## src/rtl/mdu_pkg.sv

```systemverilog
// mdu_pkg: shared definitions for the iterative multiply/divide unit.
//   - operation encodings presented on the mdu op port
//   - FSM state type
//   - default width and end-to-end latency (start edge to done edge)
package mdu_pkg;

  localparam int MDU_WIDTH = 32;
  // start sample edge through result edge, counted inclusively
  localparam int MDU_LAT   = MDU_WIDTH + 2;

  localparam logic [1:0] MDU_MULTU = 2'b00;
  localparam logic [1:0] MDU_MULT  = 2'b01;
  localparam logic [1:0] MDU_DIVU  = 2'b10;
  localparam logic [1:0] MDU_DIV   = 2'b11;

  typedef enum logic [1:0] {
    MDU_IDLE = 2'b00,
    MDU_CALC = 2'b01,
    MDU_FIX  = 2'b10
  } mdu_state_t;

endpackage

```

## src/rtl/mdu_negate.sv

```systemverilog
// mdu_negate: conditional two's-complement of a WIDTH-bit value.
//   neg      : 1 = output ~din + carry_in, 0 = pass din through
//   carry_in : 1 for a plain negation; for the upper half of a wide
//              negation it is the borrow-free carry out of the lower half
//   din      : value in
//   dout     : value out
module mdu_negate #(
  parameter int WIDTH = 32
) (
  input  logic             neg,
  input  logic             carry_in,
  input  logic [WIDTH-1:0] din,
  output logic [WIDTH-1:0] dout
);

  // Inverting and adding the carry gives the two's complement; chaining
  // two of these (upper carry_in = lower half is zero) negates a 2*WIDTH value.
  always_comb begin
    dout = din;
    if (neg) begin
      dout = ~din + {{(WIDTH-1){1'b0}}, carry_in};
    end
  end

endmodule

```

## src/rtl/mdu.sv

```systemverilog
// mdu: iterative multiply/divide unit beside the EX stage.
//   clk, rst (sync, active-low)
//   start, op[1:0]   : launch MULTU/MULT/DIVU/DIV, sampled only in IDLE
//   a, b             : rs / rt operands (dividend / divisor for divides)
//   hi_we, lo_we,
//   wdata            : MTHI/MTLO writes, honoured only in IDLE
//   busy             : high while an operation is in flight (CALC, FIX)
//   done             : one-cycle pulse after HI/LO take a result
//   hi, lo           : architectural HI/LO registers
module mdu
  import mdu_pkg::*;
#(
  parameter int WIDTH = 32
) (
  input  logic             clk,
  input  logic             rst,
  input  logic             start,
  input  logic [1:0]       op,
  input  logic [WIDTH-1:0] a,
  input  logic [WIDTH-1:0] b,
  input  logic             hi_we,
  input  logic             lo_we,
  input  logic [WIDTH-1:0] wdata,
  output logic             busy,
  output logic             done,
  output logic [WIDTH-1:0] hi,
  output logic [WIDTH-1:0] lo
);

  localparam int CW = (WIDTH > 1) ? $clog2(WIDTH) : 1;

  mdu_state_t         state, next_state;
  logic [CW-1:0]      count;
  logic               div_op;
  logic               res_neg;
  logic               rem_neg;
  logic               div_zero;
  logic [2*WIDTH-1:0] acc;
  logic [WIDTH-1:0]   mag_b;
  logic [WIDTH-1:0]   hi_q, lo_q;
  logic               done_q;

  logic               a_neg, b_neg;
  logic [WIDTH-1:0]   mag_a_in, mag_b_in;
  logic [WIDTH:0]     mul_sum;
  logic [WIDTH:0]     div_shift;
  logic [WIDTH:0]     div_diff;
  logic [2*WIDTH-1:0] acc_next;
  logic               hi_neg, hi_carry;
  logic [WIDTH-1:0]   hi_res, lo_res;

  // Signed ops work on magnitudes; the signs are re-applied in FIX.
  assign a_neg = op[0] & a[WIDTH-1];
  assign b_neg = op[0] & b[WIDTH-1];

  mdu_negate #(.WIDTH(WIDTH)) u_neg_a (
    .neg(a_neg), .carry_in(1'b1), .din(a), .dout(mag_a_in)
  );

  mdu_negate #(.WIDTH(WIDTH)) u_neg_b (
    .neg(b_neg), .carry_in(1'b1), .din(b), .dout(mag_b_in)
  );

  // One iteration of either datapath over the shared accumulator. Multiply
  // keeps {partial product, remaining multiplier bits} and shifts right;
  // divide keeps {partial remainder, dividend/quotient bits} and shifts left,
  // using the top WIDTH+1 bits as the restoring trial remainder.
  always_comb begin
    mul_sum   = {1'b0, acc[2*WIDTH-1:WIDTH]} + (acc[0] ? {1'b0, mag_b} : '0);
    div_shift = acc[2*WIDTH-1:WIDTH-1];
    div_diff  = div_shift - {1'b0, mag_b};
    acc_next  = {mul_sum, acc[WIDTH-1:1]};
    if (div_op) begin
      if (div_diff[WIDTH]) begin
        acc_next = {div_shift[WIDTH-1:0], acc[WIDTH-2:0], 1'b0};
      end else begin
        acc_next = {div_diff[WIDTH-1:0], acc[WIDTH-2:0], 1'b1};
      end
    end
  end

  // Result sign fix-up. For a product the two halves form one wide negation,
  // so the upper half only gets the +1 when the lower half was zero. For a
  // divide the halves are independent (remainder follows the dividend sign).
  always_comb begin
    hi_neg   = div_op ? rem_neg : res_neg;
    hi_carry = div_op ? 1'b1 : (acc[WIDTH-1:0] == '0);
  end

  mdu_negate #(.WIDTH(WIDTH)) u_neg_lo (
    .neg(res_neg), .carry_in(1'b1), .din(acc[WIDTH-1:0]), .dout(lo_res)
  );

  mdu_negate #(.WIDTH(WIDTH)) u_neg_hi (
    .neg(hi_neg), .carry_in(hi_carry), .din(acc[2*WIDTH-1:WIDTH]), .dout(hi_res)
  );

  // State register; reset aborts anything in flight.
  always_ff @(posedge clk) begin
    if (!rst) begin
      state <= MDU_IDLE;
    end else begin
      state <= next_state;
    end
  end

  // Next state and busy. CALC leaves after the iteration at count zero,
  // FIX always lasts one cycle.
  always_comb begin
    next_state = state;
    busy       = 1'b0;
    case (state)
      MDU_IDLE: begin
        if (start) begin
          next_state = MDU_CALC;
        end
      end
      MDU_CALC: begin
        busy = 1'b1;
        if (count == '0) begin
          next_state = MDU_FIX;
        end
      end
      MDU_FIX: begin
        busy       = 1'b1;
        next_state = MDU_IDLE;
      end
      default: begin
        next_state = MDU_IDLE;
      end
    endcase
  end

  // Datapath registers. MT writes land only in IDLE and may share the cycle
  // with a launch; the result written in FIX overwrites both halves anyway.
  // Divide by zero naturally leaves the dividend as remainder, so only LO
  // needs forcing to all-ones.
  always_ff @(posedge clk) begin
    if (!rst) begin
      hi_q     <= '0;
      lo_q     <= '0;
      done_q   <= 1'b0;
      count    <= '0;
      acc      <= '0;
      mag_b    <= '0;
      div_op   <= 1'b0;
      res_neg  <= 1'b0;
      rem_neg  <= 1'b0;
      div_zero <= 1'b0;
    end else begin
      done_q <= 1'b0;
      case (state)
        MDU_IDLE: begin
          if (hi_we) begin
            hi_q <= wdata;
          end
          if (lo_we) begin
            lo_q <= wdata;
          end
          if (start) begin
            div_op   <= op[1];
            acc      <= {{WIDTH{1'b0}}, mag_a_in};
            mag_b    <= mag_b_in;
            res_neg  <= op[0] & (a[WIDTH-1] ^ b[WIDTH-1]);
            rem_neg  <= a_neg;
            div_zero <= op[1] & (b == '0);
            count    <= CW'(WIDTH - 1);
          end
        end
        MDU_CALC: begin
          acc <= acc_next;
          if (count != '0) begin
            count <= count - 1'b1;
          end
        end
        MDU_FIX: begin
          hi_q   <= hi_res;
          lo_q   <= div_zero ? '1 : lo_res;
          done_q <= 1'b1;
        end
        default: begin
        end
      endcase
    end
  end

  assign hi   = hi_q;
  assign lo   = lo_q;
  assign done = done_q;

endmodule

```

## config.mk

```make
export PLATFORM = sky130hd
export DESIGN_NAME = mdu
export DESIGN_NICKNAME = d
export VERILOG_FILES = /design/src/rtl/mdu_pkg.sv /design/src/rtl/mdu_negate.sv /design/src/rtl/mdu.sv
export SDC_FILE = /design/constraint.sdc
export NUM_CORES = 1
export LEC_CHECK = 0
export ABC_AREA = 1
export ABC_CLOCK_PERIOD_IN_PS = 4100
export BUFFER_PORTS_ARGS = -buffer_cell sky130_fd_sc_hd__buf_4
export CAP_MARGIN = 15
export CORE_ASPECT_RATIO = 0.75
export CORE_UTILIZATION = 40
export DETAILED_ROUTE_END_ITERATION = 8
export HOLD_SLACK_MARGIN = 0.08
export PLACE_DENSITY = 0.6
export SETUP_SLACK_MARGIN = 0.2
export SYNTH_ARGS = -nofsm -noshare
export SYNTH_HDL_FRONTEND = slang
export SYNTH_HIERARCHICAL = 1
export SYNTH_SLANG_ARGS = --single-unit
```

## constraint.sdc

```tcl
create_clock -name clk -period 4.1 [get_ports clk]
set_input_delay 0.41 -clock clk [delete_from_list [all_inputs] [get_ports clk]]
set_output_delay 0.41 -clock clk [all_outputs]
set_load 0.01 [all_outputs]
```

==> results of run 1 <==
## per-layer routing
metal	up-vias	global-route usage, %	wire, um
met3	56	6.18	7850
li1	9875	-	-
met4	0	6.10	1020
met5	-	0	0
met2	1000	39.7	25200
met1	9066	48.9	34200
## through the flow
stage / std cells / instance area (sq um) / power (mW) / setup slack, ns / hold slack, ns
after floorplan: 3003 / 17300 / 7.10 / 1.44 / 0.446
after global placement: 3659 / 19000 / 9.20 / 1.17 / 0.465
after detailed placement: 3659 / 19000 / 9.24 / 1.17 / 0.469
after CTS: 3690 / 19600 / 10.9 / 1.15 / 0.221
after global routing: 3690 / 19600 / 11.9 / 0.761 / 0.243
final: 3690 / 19600 / 11.1 / 0.992 / 0.240
## tightest hold or removal path, delay by kind of cell
family | cells | cell delay, ns
AO/OA/AOI/OAI | 1 | 0.12
AND/OR/NAND/NOR | 1 | 0.06
buffers and inverters | 1 | 0.08
## synthesized netlist by cell type (31+ instances only)
cell type and count:
a21oi_1 208, a31oi_1 68, clkbuf_1 75, dfxtp_1 172
ha_1 81, inv_1 405, nand2_1 926, nand3_1 201
nor2_1 266, o21ai_0 235, xnor2_1 31, xor2_1 49
## worst min-delay path by stage
stage              start        to  slack, ns  depth (start not counted)
2_1_floorplan   count[0]  count[0]       0.45                          1
3_3_place_gp    state[0]  state[0]       0.46                          2
3_5_place_dp    count[0]  count[0]       0.47                          1
4_1_cts        wdata[21]    lo[21]       0.22                          3
5_1_grt        wdata[17]    lo[17]       0.24                          3
6_report       wdata[21]    lo[21]       0.24                          3
## flip-flops by register name (all words and copies together), names as in the netlist
signal    count
state         2
res_neg       1
acc          64
count         5
done          1
div_zero      1
rem_neg       1
lo           32
div_op        1
hi           32
mag_b        32
## final cells by class
class	count	area, sq um
Fill cell	4681	22700
Multi-Input combinational cell	2311	11800
Sequential cell	172	3440
Clock inverter	12	115
Clock buffer	19	443
Tap cell	569	712
Timing Repair Buffer	193	1450
Inverter	414	1550
## cell families (layout without fill, tap and decap cells)
kind of cell	count (synthesis)	after routing	synth area share, %
adder cells (fa/ha/maj)	83	83	6.10
AND/OR/NAND/NOR	1569	1569	39.7
XOR/XNOR	81	81	4.15
AO/OA/AOI/OAI	572	572	18.3
other	1	6	0.0217
flip-flops	172	172	19.9
buffers and inverters	520	638	11.8
## report_power, final
group | internal (mW) | switching, mW
registers | 2.18 | 0.717
logic | 2.13 | 4.43
clock network | 0.855 | 0.782
total | 5.17 | 5.93
==> summary.md, run 1 <==
| Metric | Value |
|---|---|
| Syn Std Cell Area | `0.0173 sq mm` |
| Worst path top cell family by delay | `compound AO/OA/AOI/OAI gates` |
| Setup Crit Path Kind | `register to register` |
| Area grow syn2layout | `13.1%` |
| Unrepaired setup endpoints after global routing | `false` |
| Post-Route WL | `68300 um` |
| Unique masters post-synth | `52` |
| Avg Cell Area, Syn | `5.76 sq um` |
| Worst r2r src | `acc[0]` |
| GR Overflow Total | `0` |
| Clock Root Buffer | `clkbuf_16` |
| Static leakage | `9.69 nW` |
| Die outline height | `182 um` |
| Num Clock Sinks | `172` |
| Vias | `20000` |
| Ys Warns | `6` |
| Commonest cells after routing, fill and taps aside | `923 x nand2_1, 404 x inv_1, 265 x nor2_1` |
| H-tree Lvls | `4` |
| Detailed Route Iter0 Violations | `2319` |
| Final Cycle Share | `75.8%` |
| Bufs and invs on worst path | `4` |
| Main flop type after synthesis | `dfxtp_1` |
| Slew Limit Fails | `0` |
| IO buf count | `168` |
| Die width | `242 um` |
| Finish-stage setup viols | `0` |
| Arr. time, crit path | `3.50 ns` |
| Top post-synthesis cells by area | `nand2_1 20%, dfxtp_1 20%, inv_1 8.8%, o21ai_0 6.8%, a21oi_1 6.0%` |
| Syn Inst Count | `2998` |
| Vias in the first global route | `17400` |
| CTS tree | `done` |
| #FFs+latches synth | `172` |
| HPWL after DPL | `54900 um` |
| PwrDens | `567 mW/mm^2` |
| Crit-path max cell delay | `0.65 ns` |
| Num rows | `65` |
| Req. time, crit path | `4.49 ns` |
| Die area | `0.0441 sq mm` |
| FF-to-FF setup slack | `0.99 ns` |
| HP Class | `primary input to register` |
| VDD IR-drop max | `326 uV` |
| Synth area leader | `nand2_1` |
| Ant. Diodes | `0` |
| CP endpoint kind | `register` |
| Post-synth EDFFs | `0` |
| Achievable Freq | `322 MHz` |
| CP Launch Type | `register` |
| Post-layout util | `46.2%` |
| Ys async rst share | `0%` |
| Slew margin rel. | `24.5%` |
| Post-CTS Setup Bufs | `0` |
| Outcome | `completed` |
| CP Max Fanout | `35` |
| Avg WL per Cell | `18.5 um` |
| Largest net degree at the start of global routing | `94` |
| Least-Margin Pin Slew | `1.13 ns` |
| Skew final | `0.0175 ns` |
| Slowest CP cell | `o21ai_0` |
| Setup TNS | `0 ns` |
| First-pass iteration count of the detailed router | `6` |
| Synth top area share | `20.1%` |
| Drt drc | `0` |
| Reg2Reg Capture Point | `acc[40]` |
| Clock Path Buffers | `2` |
| CP startpoint | `acc[0]` |
| Sequential area share after synthesis | `19.9%` |
| IO Pins | `169` |
| Cts hold-fix bufs | `0` |
| Final net count | `3295` |
| Max-cap violations | `0` |
| Final antenna-violating net count | `0` |
| Cts repair resizes | `0` |
| R2R cell count | `13` |
| Stages on worst setup path | `13` |
| Initial antenna violation count | `0` |
| Clk pin slew, worst setup/hold paths | `0.08 ns` |
| Layout cells sized above 1 | `11.5%` |
| Core area | `0.0423 sq mm` |
| Vias per cell | `5.42` |
| Initial core utilization | `40.9%` |
| RePlAce Congestion | `1.00` |
| Last element of the critical path | `acc[40]` |
| Cts bufs inserted | `17` |
| Critical Path, Cell by Cell | `buf_4, nand2_1, inv_1, ha_1, a21oi_1, o21ai_0, inv_1, nand3_1, nand2_1, inv_1, o21ai_0, nand3_1, a21oi_1` |
| Gr usage total | `30.3%` |
| Worst path most repeated cell | `inv_1` |
| Hold Violations, Final | `0` |
| Most common cell after layout, fill and taps aside | `nand2_1` |
| Min Tclk post-route | `3.11 ns` |
| First-pass GRT wire length | `104000 um` |
| Clock Latency Late Sink | `0.47 ns` |
Power figures use the tool's default switching activity.
==> run 2: changes to the inputs <==
ABC_CLOCK_PERIOD_IN_PS = 2900   (was 4100)
clock period = 2.9 ns   (was 4.1 ns; I/O delays follow)
==> run 2 against run 1 <==
Against the previous run:
- routed wire length rose by 4.7%
- critical path type unchanged
- non-clock buffer count rose by 79
- critical endpoint is now acc[48]
- largest cell class unchanged
- final cell count up 2.2%
- highest routed layer unchanged
- largest power group unchanged
- die area did not move
==> summary.md, run 2 (synthesis gave the netlist of run 1 again) <==
| Metric | Value |
|---|---|
| Hold Path Cell Cnt | `3 (unchanged)` |
| Setup TNS | `0 ns (unchanged)` |
| IO Pins | `169 (unchanged)` |
| Num rows | `65 (unchanged)` |
| Die outline height | `182 um (unchanged)` |
| Vias | `20400 (+2.2%)` |
| Core area | `0.0423 sq mm (unchanged)` |
| Slew margin rel. | `33.8% (+9.3 points)` |
| Clk pin slew, worst setup/hold paths | `0.07 ns (about the same)` |
| R2R cell count | `13 (unchanged)` |
| Gr usage total | `31.3% (+0.91 points)` |
| Arr. time, crit path | `3.05 ns (-0.45 ns)` |
| Largest net degree at the start of global routing | `94 (unchanged)` |
| Post-layout util | `48.9% (+2.7 points)` |
| Detailed Route Iter0 Violations | `2224 (-4.1%)` |
| Final WS setup | `0.236 ns (-0.756 ns)` |
| Max-cap violations | `0 (unchanged)` |
| HPWL after DPL | `57100 um (+4.0%)` |
| VDD IR-drop max | `555 uV (+70%)` |
| Most flops, register | `acc` |
| Drt drc | `0 (unchanged)` |
| Avg WL per Cell | `18.9 um (+2.4%)` |
| Achievable Freq | `375 MHz (+17%)` |
| First-pass GRT wire length | `106000 um (+2.2%)` |
| Pre-CTS setup slack | `0.174 ns (-0.998 ns)` |
| Cts bufs inserted | `17 (unchanged)` |
| Crit-path max cell delay | `0.38 ns (-0.27 ns)` |
| Clock Path Buffers | `2 (unchanged)` |
| # fillers | `4636 (-0.96%)` |
| RePlAce Congestion | `1.05 (+4.1%)` |
| Final hold slack | `0.108 ns (-0.132 ns)` |
| HP Class | `primary input to register` |
| CP endpoint kind | `register` |
| Static leakage | `10.2 nW (+5.0%)` |
| Bufs and invs on worst path | `3 (-1)` |
| Commonest cells after routing, fill and taps aside | `915 x nand2_1, 403 x inv_1, 266 x buf_4` |
| Hold Violations, Final | `0 (unchanged)` |
| Clock Latency Late Sink | `0.47 ns (about the same)` |
| IO buf count | `168 (unchanged)` |
| Vias per cell | `5.42 (about the same)` |
| Outcome | `completed` |
| Req. time, crit path | `3.28 ns (-1.21 ns)` |
| Slowest CP cell | `dfxtp_4` |
| Final antenna-violating net count | `0 (unchanged)` |
| Min Tclk post-route | `2.66 ns (-0.444 ns)` |
| Worst path top cell family by delay | `simple AND/OR/NAND/NOR gates` |
| Stages on worst setup path | `13 (unchanged)` |
| H-tree Lvls | `4 (unchanged)` |
| Area grow syn2layout | `19.7%` |
| First-pass iteration count of the detailed router | `6 (unchanged)` |
| Final net count | `3377 (+2.5%)` |
| Layout cells sized above 1 | `16.4% (+4.9 points)` |
| Clock Root Buffer | `clkbuf_16` |
| Max FFs per register | `64 (unchanged)` |
| Least-Margin Pin Slew | `0.991 ns (-0.137 ns)` |
| Initial core utilization | `40.9% (unchanged)` |
| Num Clock Sinks | `172 (unchanged)` |
| Vias in the first global route | `17800 (+2.3%)` |
| Tot Pwr | `16.7 mW (+51%)` |
| Skew final | `0.0131 ns (-0.00440 ns)` |
| CTS tree | `done` |
| Die width | `242 um (unchanged)` |
| Critical Path, Cell by Cell | `buf_12, nand2_1, inv_1, ha_2, nand2_1, nor2_2, inv_1, nor2_4, nand4_1, a31o_2, nand3_1, nand3_1, a21oi_1` |
| Most common cell after layout, fill and taps aside | `nand2_1` |
| PwrDens | `808 mW/mm^2 (+42%)` |
| Slew Limit Fails | `0 (unchanged)` |
| Unrepaired setup endpoints after global routing | `true` |
| GR Overflow Total | `0 (unchanged)` |
| CP Launch Type | `register` |
| Final Cycle Share | `91.9% (+16 points)` |
| Ant. Diodes | `0 (unchanged)` |
| CP Max Fanout | `18 (-49%)` |
| Post-Route WL | `71500 um (+4.7%)` |
| Die area | `0.0441 sq mm (unchanged)` |
| Finish-stage setup viols | `0 (unchanged)` |
| Setup Crit Path Kind | `register to register` |
| Initial antenna violation count | `0 (unchanged)` |
run 2: worst paths after layout:
path	start	slack, ns	endpoint
worst max register to register	acc[0]	0.24	acc[48]
worst min-delay path	wdata[17]	0.11	lo[17]
worst min register to register	mag_b[15]	0.49	mag_b[15]
worst max-delay path	acc[0]	0.24	acc[48]
run 2: area by class of cell:
class                      count  area, sq um  share of cell area (%)
timing repair buffer         272         2120                    10.2
sequential                   172         3470                    16.8
multi-input combinational   2314        12200                    59.2
tap                          569          712                    3.44
clock inverter                13          158                   0.762
inverter                     414         1550                    7.51
clock buffer                  19          433                    2.09
run 2: per-layer routing:
layer | vias up | GRT usage, % | share of wire [%]
li1 | 10000 | - | -
met1 | 9382 | 49.0 | 49
met2 | 961 | 41.4 | 38
met3 | 46 | 8.01 | 12
met4 | 0 | 6.23 | 1.5
met5 | - | 0 | 0
run 2: worst min-delay path, cell delays in order:
cell     delay (ns)
buf_4          0.08
nand2_1        0.06
a31oi_1        0.11
run 2: per-stage QoR:
step	cells	cell area [sq um]
floorplan	3003	17300
global placement	3725	19500
detailed placement	3725	19500
CTS	3757	20100
global route	3773	20700
finish	3773	20700
run 2: what timing repair did:
item	in CTS	in global routing
setup buffers	0	11
resized for setup	5	112
gates cloned	0	5
hold buffers	0	0
endpoints found under the setup margin	8	48
pin swaps	0	19
run 2: report_power, final:
| part | total (mW) | switching (mW) | internal, mW |
|---|---|---|---|
| registers | 3.96 | 0.866 | 3.10 |
| clock network | 2.44 | 1.14 | 1.29 |
| logic | 10.3 | 6.74 | 3.58 |
